File: config.mk
export PLATFORM = sky130hd
export DESIGN_NAME = next_pc_unit_flat
export DESIGN_NICKNAME = d
export VERILOG_FILES = /design/src/rtl/next_pc_pkg.sv /design/src/rtl/next_pc_unit_if.sv /design/src/rtl/next_pc_unit_branch_cond_gen.sv /design/src/rtl/next_pc_unit.sv /design/src/flat_wrapper.sv
export SDC_FILE = /design/constraint.sdc
export NUM_CORES = 1
export LEC_CHECK = 0
export CORE_MARGIN = 4
export CORE_UTILIZATION = 49
export CTS_CLUSTER_SIZE = 40
export DETAILED_ROUTE_END_ITERATION = 12
export PLACE_DENSITY = 0.81
export SLEW_MARGIN = 25
export SYNTH_ARGS = -nofsm -noshare
export SYNTH_HDL_FRONTEND = slang
export SYNTH_HIERARCHICAL = 1
export SYNTH_SLANG_ARGS = --single-unit
File: constraint.sdc
create_clock -name clk -period 4.53 [get_ports clk]
set_input_delay 0.906 -clock clk [delete_from_list [all_inputs] [get_ports clk]]
set_output_delay 0.906 -clock clk [all_outputs]
set_load 0.01 [all_outputs]
File: src/rtl/next_pc_pkg.sv
// Shared types and constants for the next-PC / control-transfer unit.
//   xfer_op_t   : control-transfer opcode presented by decode with the execute instruction
//   npc_state_t : next-PC sequencer state
//   INSN_BYTES  : fetch stride and link offset
package next_pc_pkg;

    typedef enum logic [3:0] {
        OP_NONE = 4'd0,
        OP_JAL  = 4'd1,
        OP_JALR = 4'd2,
        OP_BEQ  = 4'd3,
        OP_BNE  = 4'd4,
        OP_BLT  = 4'd5,
        OP_BGE  = 4'd6,
        OP_BLTU = 4'd7,
        OP_BGEU = 4'd8
    } xfer_op_t;

    typedef enum logic {
        RUN  = 1'b0,
        TRAP = 1'b1
    } npc_state_t;

    localparam int INSN_BYTES = 4;

endpackage

File: src/rtl/next_pc_unit_if.sv
// Bus between the core pipeline and the next-PC unit.
//   master : pipeline side, drives execute-stage operands, stall and trap_ack;
//            receives pc, flush, link, trap, trap_addr
//   slave  : next_pc_unit side, the mirror image
interface next_pc_unit_if #(
    parameter int XLEN = 32
);
    import next_pc_pkg::*;

    logic            stall;
    logic            ex_valid;
    xfer_op_t        ex_op;
    logic [XLEN-1:0] ex_pc;
    logic [XLEN-1:0] rs1;
    logic [XLEN-1:0] rs2;
    logic [XLEN-1:0] imm;
    logic            trap_ack;

    logic [XLEN-1:0] pc;
    logic            flush;
    logic [XLEN-1:0] link;
    logic            trap;
    logic [XLEN-1:0] trap_addr;

    modport master (
        output stall, ex_valid, ex_op, ex_pc, rs1, rs2, imm, trap_ack,
        input  pc, flush, link, trap, trap_addr
    );

    modport slave (
        input  stall, ex_valid, ex_op, ex_pc, rs1, rs2, imm, trap_ack,
        output pc, flush, link, trap, trap_addr
    );

endinterface

File: src/rtl/next_pc_unit_branch_cond_gen.sv
// Branch condition evaluator: decides whether the transfer in execute is taken.
// Purely combinational so it can also serve the forwarding-check logic.
//   rs1, rs2 : register operands
//   ex_op    : transfer opcode
//   taken    : 1 when the transfer redirects (JAL/JALR always, NONE never)
module branch_cond_gen
    import next_pc_pkg::*;
#(
    parameter int XLEN = 32
) (
    input  logic [XLEN-1:0] rs1,
    input  logic [XLEN-1:0] rs2,
    input  xfer_op_t        ex_op,
    output logic            taken
);

    logic eq;
    logic lt_s;
    logic lt_u;

    always_comb begin
        eq   = (rs1 == rs2);
        lt_s = ($signed(rs1) < $signed(rs2));
        lt_u = (rs1 < rs2);

        taken = 1'b0;
        unique case (ex_op)
            OP_JAL, OP_JALR: taken = 1'b1;
            OP_BEQ:          taken = eq;
            OP_BNE:          taken = !eq;
            OP_BLT:          taken = lt_s;
            OP_BGE:          taken = !lt_s;
            OP_BLTU:         taken = lt_u;
            OP_BGEU:         taken = !lt_u;
            default:         taken = 1'b0;
        endcase
    end

endmodule

File: src/rtl/next_pc_unit.sv
// Fetch PC register and control-transfer unit. Computes JAL/branch/JALR targets for
// the execute instruction, redirects fetch on taken transfers with a one-cycle flush,
// and freezes on a misaligned target until the trap is acknowledged.
//   clk  : clock, all state on rising edge
//   rst  : synchronous active-high reset, highest priority
//   bus  : next_pc_unit_if.slave (execute operands, stall, trap_ack in;
//          pc, flush, link, trap, trap_addr out)
//
// state | meaning
// ------+-----------------------------------------------------------------
// RUN   | pc steps by INSN_BYTES, taken transfers redirect and pulse flush
// TRAP  | misaligned target captured, pc frozen, waiting for trap_ack
module next_pc_unit
    import next_pc_pkg::*;
#(
    parameter int              XLEN      = 32,
    parameter logic [XLEN-1:0] RESET_VEC = '0,
    parameter int              IALIGN    = 4
) (
    input  logic           clk,
    input  logic           rst,
    next_pc_unit_if.slave  bus
);

    localparam logic [XLEN-1:0] ALIGN_MASK = XLEN'(IALIGN - 1);
    localparam logic [XLEN-1:0] STEP       = XLEN'(INSN_BYTES);

    npc_state_t      state_q, state_d;
    logic [XLEN-1:0] pc_q, pc_d;
    logic            flush_q, flush_d;
    logic [XLEN-1:0] trap_addr_q, trap_addr_d;

    logic            taken;
    logic [XLEN-1:0] target_rel;
    logic [XLEN-1:0] target_jalr;
    logic [XLEN-1:0] target;
    logic            misaligned;
    logic            xfer;

    branch_cond_gen #(.XLEN(XLEN)) u_cond (
        .rs1   (bus.rs1),
        .rs2   (bus.rs2),
        .ex_op (bus.ex_op),
        .taken (taken)
    );

    always_comb begin
        target_rel  = bus.ex_pc + bus.imm;
        // JALR clears bit 0 of the sum before the alignment check.
        target_jalr = (bus.rs1 + bus.imm) & ~XLEN'(1);
        target      = (bus.ex_op == OP_JALR) ? target_jalr : target_rel;
        misaligned  = |(target & ALIGN_MASK);
        xfer        = bus.ex_valid && taken && !bus.stall && (state_q == RUN);
    end

    always_comb begin
        state_d     = state_q;
        pc_d        = pc_q;
        flush_d     = 1'b0;
        trap_addr_d = trap_addr_q;

        if (!bus.stall) begin
            unique case (state_q)
                RUN: begin
                    if (xfer) begin
                        flush_d = 1'b1;
                        if (misaligned) begin
                            trap_addr_d = target;
                            state_d     = TRAP;
                        end else begin
                            pc_d = target;
                        end
                    end else begin
                        pc_d = pc_q + STEP;
                    end
                end
                TRAP: begin
                    if (bus.trap_ack) begin
                        state_d = RUN;
                    end
                end
                default: state_d = RUN;
            endcase
        end
    end

    always_ff @(posedge clk) begin
        if (rst) begin
            state_q     <= RUN;
            pc_q        <= RESET_VEC;
            flush_q     <= 1'b0;
            trap_addr_q <= '0;
        end else begin
            state_q     <= state_d;
            pc_q        <= pc_d;
            flush_q     <= flush_d;
            trap_addr_q <= trap_addr_d;
        end
    end

    assign bus.pc        = pc_q;
    assign bus.flush     = flush_q;
    assign bus.trap      = (state_q == TRAP);
    assign bus.trap_addr = trap_addr_q;
    assign bus.link      = bus.ex_pc + STEP;

endmodule
File: src/flat_wrapper.sv
// flat-port wrapper written by rule: the top's interface ports become plain ports
module next_pc_unit_flat import next_pc_pkg::*;
#(
    parameter int              XLEN      = 32,
    parameter logic [XLEN-1:0] RESET_VEC = '0,
    parameter int              IALIGN    = 4
)
  (clk, rst, bus_stall, bus_ex_valid, bus_ex_op, bus_ex_pc, bus_rs1, bus_rs2, bus_imm, bus_trap_ack, bus_pc, bus_flush, bus_link, bus_trap, bus_trap_addr);
  next_pc_unit_if #(.XLEN(XLEN)) bus_i ();
  input  logic clk;
  input  logic rst;
  input wire logic [$bits(bus_i.stall)-1:0] bus_stall;
  input wire logic [$bits(bus_i.ex_valid)-1:0] bus_ex_valid;
  input wire logic [$bits(bus_i.ex_op)-1:0] bus_ex_op;
  input wire logic [$bits(bus_i.ex_pc)-1:0] bus_ex_pc;
  input wire logic [$bits(bus_i.rs1)-1:0] bus_rs1;
  input wire logic [$bits(bus_i.rs2)-1:0] bus_rs2;
  input wire logic [$bits(bus_i.imm)-1:0] bus_imm;
  input wire logic [$bits(bus_i.trap_ack)-1:0] bus_trap_ack;
  output wire logic [$bits(bus_i.pc)-1:0] bus_pc;
  output wire logic [$bits(bus_i.flush)-1:0] bus_flush;
  output wire logic [$bits(bus_i.link)-1:0] bus_link;
  output wire logic [$bits(bus_i.trap)-1:0] bus_trap;
  output wire logic [$bits(bus_i.trap_addr)-1:0] bus_trap_addr;
  assign bus_i.stall = bus_stall;
  assign bus_i.ex_valid = bus_ex_valid;
  assign bus_i.ex_op = bus_ex_op;
  assign bus_i.ex_pc = bus_ex_pc;
  assign bus_i.rs1 = bus_rs1;
  assign bus_i.rs2 = bus_rs2;
  assign bus_i.imm = bus_imm;
  assign bus_i.trap_ack = bus_trap_ack;
  assign bus_pc = bus_i.pc;
  assign bus_flush = bus_i.flush;
  assign bus_link = bus_i.link;
  assign bus_trap = bus_i.trap;
  assign bus_trap_addr = bus_i.trap_addr;
  next_pc_unit #(.XLEN(XLEN), .RESET_VEC(RESET_VEC), .IALIGN(IALIGN)) u_core (.clk(clk), .rst(rst), .bus(bus_i));
endmodule
==> flow_summary_export.csv, run 1 <==
group,metric,value,unit
clocking,worstSkewPairLatency,330,ps
power,power_density,214,nW/µm²
detailed_routing,route.met3.wl,2.75,mm
synthesis,async_flop_share,0,
floorplan,die_y,136,µm
detailed_routing,antenna_left,0,
global_routing,grt_pass1_vias,8803,
critical_path,arrival,4590,ps
floorplan,die_x,136,µm
synthesis,syn_area,7990,µm²
floorplan,ios,235,
detailed_routing,wl_met1,11.8,mm
clocking,cts.path.max_buffers,2,
place,placedInstanceArea,11000,µm²
job,max_cap_viol_count,0,
min_path,whs_path_depth,2,
power,ir_worst_vdd,0.000191,V
min_path,worstHoldStart,"u_core/bus.trap_addr[12]",
finish,final_cells,1603,
place,hpwl,23.0,mm
finish,final_common_cell,"clkdlybuf4s50_1",
synthesis,yosys_most_used_dff,"dfxtp_1",
timing,fin_ws,143,ps
timing,relSlewSlack,0.565,
synthesis,synth.area.top_cells,"dfxtp_1 17%, ha_1 15%, a21oi_1 6.6%",
finish,drive_gt1_frac,0.0910,
critical_path,rr_startpoint,"u_core/bus.pc[2]",
synthesis,yosys.area.top_type,"dfxtp_1",
detailed_routing,drt_iter0_drc,916,
timing,fin_crit_sh,0.968,
global_routing,grt_pass1_wl,43.6,mm
clocking,tritoncts,"yes",
detailed_routing,highest_layer,"met4",
synthesis,ys_seq_area_frac,0.165,
floorplan,dieArea,18400,µm²
timing,worst_slew_pin_slew,652,ps
synthesis,avgSynthCellArea,7.25,µm²
detailed_routing,wl_met2,12.9,mm
detailed_routing,drt_pre_antenna_iters,5,
synthesis,synth-seq-cells,66,
timing,final_max_slew_viol_count,0,
synthesis,ys_warn_count,6,
finish,area_delta_synth_final,43.3,%
detailed_routing,viasPerCell,5.92,
critical_path,cp-end-kind,"flip-flop",
floorplan,rows,46,
critical_path,crit_type,"primary input to flip-flop",
status,status,"completed",
clocking,clkTransAtPathRegs,50,ps
synthesis,synth_edf_count,0,
synthesis,synth_cells,1103,
place,gp_congestion,0.943,
global_routing,grt_max_degree,49,
clocking,numClockSinks,66,
place,dp_slack,-492,ps
detailed_routing,drc,0,
finish,final_cell_mix,"229 x clkdlybuf4s50_1, 104 x a21oi_1, 100 x nand2_1",
timing,max_freq,0.228,GHz
finish,postLayoutCoreUtil,0.719,
detailed_routing,via_count,9489,
critical_path,rr_worst_depth,10,
synthesis,yosysTopAreaCellShare,0.165,
critical_path,startpoint,"bus_rs2[14]",
synthesis,ys_types,82,
timing,setup_viol,0,
timing,hold_viol_final,0,
global_routing,antenna_found_initial,2,
clocking,cts_root_buffer,"clkbuf_16",
timing,fin_skew,6.80,ps
min_path,min_path_type,"flip-flop to flip-flop",
synthesis,synthesis.nets,1337,
detailed_routing,totalWireLength,28.1,mm
timing,fin_hold_ws,462,ps
global_routing,global_route.overflow_total,0,
finish,design_area,11500,µm²
global_routing,track_usage,0.291,
floorplan,core,15900,µm²
clocking,cts_max_level,3,
finish,fin_nets,1615,
critical_path,required,4730,ps
detailed_routing,wire_per_inst,17.5,µm
floorplan,start_util,0.501,
power,p_leak,4.90,nW
clocking,numCtsBuffers,9,
critical_path,path_max_fanout,11,
timing,period_needed,4390,ps
place,dp.cells,1579,
critical_path,start_kind,"primary input",
place,portBuffers,234,
==> metal layers <==
metal / vias to the layer above / track usage
li1: 4640 / -
met1: 4334 / 0.393
met2: 463 / 0.470
met3: 52 / 0.0568
met4: 0 / 0.0873
met5: - / 0
==> cell type report <==
cell class / instances / area, µm²
Timing Repair Buffer: 310 / 2960
Inverter: 56 / 210
Clock inverter: 2 / 35.0
Multi-Input combinational cell: 938 / 6390
Antenna cell: 2 / 5.00
Fill cell: 1310 / 4490
Sequential cell: 66 / 1320
Clock buffer: 13 / 270
Tap cell: 216 / 270
==> synthesized netlist by cell type (all sizes together), types with 4 or more instances <==
library cell	number
a21oi	108
nand2	100
nor2	100
ha	95
o21ai	79
dfxtp	66
inv	55
xnor2	53
nand3	43
a21o	38
clkbuf	35
and3	34
nor3	27
xor2	27
a31oi	24
a211oi	21
nand4	17
a22oi	11
mux2i	11
and4	10
nand2b	10
nor2b	10
o31ai	10
buf	8
o22ai	8
nor4	7
o211ai	7
o21a	7
nor3b	6
o21bai	6
a211o	5
a31o	5
and2	5
a21boi	4
a221oi	4
o221ai	4
o41ai	4
==> flip-flops by register name, indices dropped and copies added, names as in the netlist <==
signal,count
u_core/bus.pc,32
u_core/bus.trap_addr,32
u_core/bus.flush,1
u_core/bus.trap,1
==> logic make-up after synthesis <==
family / count (synthesis) / synth area share
adder cells (fa/ha/maj): 97 / 0.154
flip-flops: 66 / 0.165
AO/OA/AOI/OAI: 366 / 0.295
multiplexers: 12 / 0.0152
buffers and inverters: 99 / 0.0476
AND/OR/NAND/NOR: 383 / 0.235
XOR/XNOR: 80 / 0.0877
==> path summary, 6_finish.rpt <==
check,end,slack (ps)
hold / removal,u_core/bus.trap_addr[12],460
setup / recovery,u_core/bus.pc[11],140
hold reg to reg,u_core/bus.trap_addr[12],460
setup reg to reg,u_core/bus.pc[30],1830
==> critical path: stages <==
cell and delay, ps:
clkdlybuf4s50_1 460, inv_1 40, ha_1 310, a21oi_2 150, nand2_1 60, a21o_1 220, o41ai_2 350, buf_4 160
o211a_1 200, mux2i_1 240, o221ai_2 130, nand3_1 130, a21oi_1 80, inv_2 110, nor2_4 50, nor3_4 340
buf_6 180, buf_12 110, o21ai_0 90, a22oi_1 190, nor2_1 60
==> per-stage QoR <==
stage	TNS [ps]	total power [mW]
after detailed placement	-21230	1.72
final	0	2.45
after floorplan	0	1.26
after global placement	-10350	1.70
after CTS	0	2.42
after global routing	-112	2.58
==> repair_timing <==
item | 4_1_cts | 5_1_grt
resized for setup | 4 | 22
gates cloned | 0 | 1
pin swaps | 0 | 14
buffers inserted | 0 | 6
hold buffers | 0 | 0
endpoints found under the setup margin | 40 | 64
==> where the power goes <==
group | switching (mW) | total, mW | internal (mW)
Combinational | 0.598 | 1.12 | 0.523
Sequential | 0.0211 | 0.626 | 0.605
Clock | 0.236 | 0.702 | 0.466
Total | 0.855 | 2.45 | 1.59
Power figures use the tool's default switching activity.
==> inputs of run 2 (changes only) <==
--- a/config.mk
+++ b/config.mk
@@ -9,7 +9,9 @@
 export CORE_UTILIZATION = 49
 export CTS_CLUSTER_SIZE = 40
 export DETAILED_ROUTE_END_ITERATION = 12
+export MAX_ROUTING_LAYER = met4
 export PLACE_DENSITY = 0.81
+export SETUP_SLACK_MARGIN = 0.02
 export SLEW_MARGIN = 25
 export SYNTH_ARGS = -nofsm -noshare
 export SYNTH_HDL_FRONTEND = slang
==> run 2 against run 1 <==
Compared with the run above: core utilization up 0.36 points; cell area up 0.50%; final cell count about the same; total power down 1.2%; maximum frequency down 1.0%; via count up 0.69%; worst setup slack worse by 46 ps; clock power down 7.3%; critical path depth down 2; critical path type unchanged.
==> flow_summary_export.csv, run 2 (synthesized netlist as in run 1, its figures left out) <==
group,metric,value,unit
clocking,cts_max_level,3,
detailed_routing,wire_per_inst,18.0,µm
timing,fin_crit_sh,0.979,
clocking,numCtsBuffers,9,
global_routing,track_usage,0.299,
global_routing,antenna_found_initial,0,
floorplan,die_y,136,µm
finish,fin_nets,1614,
finish,drive_gt1_frac,0.0946,
power,power.total,2.42,mW
finish,ff_latch_area,1320,µm²
status,status,"completed",
timing,max_freq,0.226,GHz
power,power_density,210,nW/µm²
clocking,worstSkewPairLatency,330,ps
critical_path,cp-end-kind,"flip-flop",
finish,design_area,11500,µm²
place,placedInstanceArea,11000,µm²
critical_path,path_max_fanout,8,
clocking,clkTransAtPathRegs,50,ps
critical_path,rr_startpoint,"u_core/bus.pc[2]",
power,p_leak,4.89,nW
critical_path,start_kind,"primary input",
finish,final_cell_mix,"229 x clkdlybuf4s50_1, 103 x a21oi_1, 100 x nand2_1",
finish,fill_cells,1367,
detailed_routing,via_count,9554,
finish,area_delta_synth_final,44.0,%
clocking,numClockSinks,66,
floorplan,core,15900,µm²
power,ir_worst_vdd,0.000211,V
place,dp.cells,1578,
detailed_routing,totalWireLength,28.8,mm
detailed_routing,viasPerCell,5.96,
place,hpwl,23.3,mm
floorplan,start_util,0.501,
global_routing,grt.busiest_layer,"met2",
global_routing,grt_pass1_vias,8785,
timing,relSlewSlack,0.564,
min_path,min_path_type,"flip-flop to flip-flop",
global_routing,use_met3,0.0602,
detailed_routing,drt_iter0_drc,965,
timing,setup_viol,0,
critical_path,r2r-end,"u_core/bus.pc[30]",
floorplan,die_x,136,µm
clocking,cts.path.max_buffers,2,
timing,period_needed,4430,ps
finish,multi_input_area,6440,µm²
critical_path,r2r_slack,1780,ps
place,portBuffers,234,
timing,fin_skew,6.94,ps
min_path,whs_path_depth,2,
timing,hold_viol_final,0,
clocking,hold_buffers,0,
clocking,tritoncts,"yes",
floorplan,ios,235,
place,gp_congestion,0.998,
finish,final_cells,1602,
critical_path,crit_type,"primary input to flip-flop",
min_path,worstHoldStart,"u_core/bus.trap_addr[12]",
critical_path,arrival,4630,ps
critical_path,rr_worst_depth,10,
detailed_routing,drc,0,
finish,postLayoutCoreUtil,0.722,
global_routing,grt_pass1_wl,43.5,mm
detailed_routing,antenna_left,0,
min_path,min_to,"u_core/bus.trap_addr[12]",
global_routing,grt_max_degree,49,
global_routing,use_met2,0.475,
detailed_routing,drt_pre_antenna_iters,6,
timing,final_max_slew_viol_count,0,
critical_path,required,4720,ps
floorplan,rows,46,
global_routing,global_route.overflow_total,0,
global_routing,met1_usage,0.390,
clocking,cts_root_buffer,"clkbuf_16",
finish,final_common_cell,"clkdlybuf4s50_1",
floorplan,dieArea,18400,µm²
job,max_cap_viol_count,0,
timing,worst_slew_pin_slew,654,ps
run 2: changes by cell type in the layout (fill, tap and decap cells not counted), sizes merged:
cell | before | now
clkinv | 1 | 2
buf | 76 | 73
dlygate4sd2 | 0 | 1
bufinv | 1 | 0
diode | 2 | 1
dlymetal6s2s | 5 | 4
clkbuf | 13 | 16
run 2: how the worst max path moves through the flow:
| stage | start | to | slack, ps | cells past startpoint |
|---|---|---|---|---|
| 2_1_floorplan | bus_rs2[25] | u_core/bus.pc[31] | 630 | 16 |
| 3_3_place_gp | bus_rs2[14] | u_core/bus.pc[31] | -310 | 19 |
| 3_5_place_dp | bus_rs2[14] | u_core/bus.pc[31] | -540 | 19 |
| 4_1_cts | bus_ex_pc[6] | bus_link[28] | 30 | 11 |
| 5_1_grt | bus_rs2[10] | u_core/bus.pc[10] | -40 | 20 |
| 6_report | bus_rs2[27] | u_core/bus.pc[28] | 100 | 19 |
run 2: timing repair:
| action | CTS | global route |
|---|---|---|
| gates cloned | 0 | 2 |
| buffers inserted | 0 | 5 |
| setup endpoints to repair | 56 | 60 |
| pin swaps | 1 | 14 |
| resized for setup | 9 | 26 |
run 2: routing by layer:
layer | up-vias | wire length (µm)
li1 | 4636 | -
met1 | 4349 | 12400
met2 | 513 | 13300
met3 | 56 | 2580
met4 | 0 | 531
met5 | - | 0
run 2: layout make-up:
cell class,instances,area share
multi-input cells,938,0.560
repair buffers,309,0.259
flip-flops and latches,66,0.115
clock buffers,14,0.0238
well taps,216,0.0235
inverters,56,0.0183
clock inverters,2,0.000869
diodes,1,0.000217
run 2: metrics by stage:
step | setup WS [ps] | TNS (ps) | hold slack, ps
floorplan | 632 | 0 | 481
global placement | -309 | -10230 | 447
detailed placement | -544 | -26100 | 455
CTS | 25.9 | 0 | 464
global route | -39.6 | -88.4 | 480
finish | 97.4 | 0 | 459
run 2: power breakdown:
group / internal (mW) / total [mW] / switching, mW
clock network: 0.413 / 0.651 / 0.238
logic: 0.534 / 1.14 / 0.609
registers: 0.605 / 0.626 / 0.0215
run 2: critical path, stage by stage:
cell and delay [ps]:
clkdlybuf4s50_1 450, inv_1 40, ha_1 280, and2_0 180
a221o_1 400, a221oi_4 350, o211a_4 230, mux2i_2 230
o221ai_2 150, nand3_2 110, a21oi_2 50, inv_2 100
nor2_4 50, nor3_4 380, buf_4 200, buf_6 110
o21ai_0 90, a22oi_1 210, a21oi_1 90
==> inputs of run 3 (changes only) <==
--- a/config.mk
+++ b/config.mk
@@ -7,7 +7,7 @@
 export LEC_CHECK = 0
 export CORE_MARGIN = 4
 export CORE_UTILIZATION = 49
-export CTS_CLUSTER_SIZE = 40
+export CTS_CLUSTER_SIZE = 24
 export DETAILED_ROUTE_END_ITERATION = 12
 export MAX_ROUTING_LAYER = met4
 export PLACE_DENSITY = 0.81
==> results of run 3 <==
Final layout, timing and power as in run 2 (identical DEF).
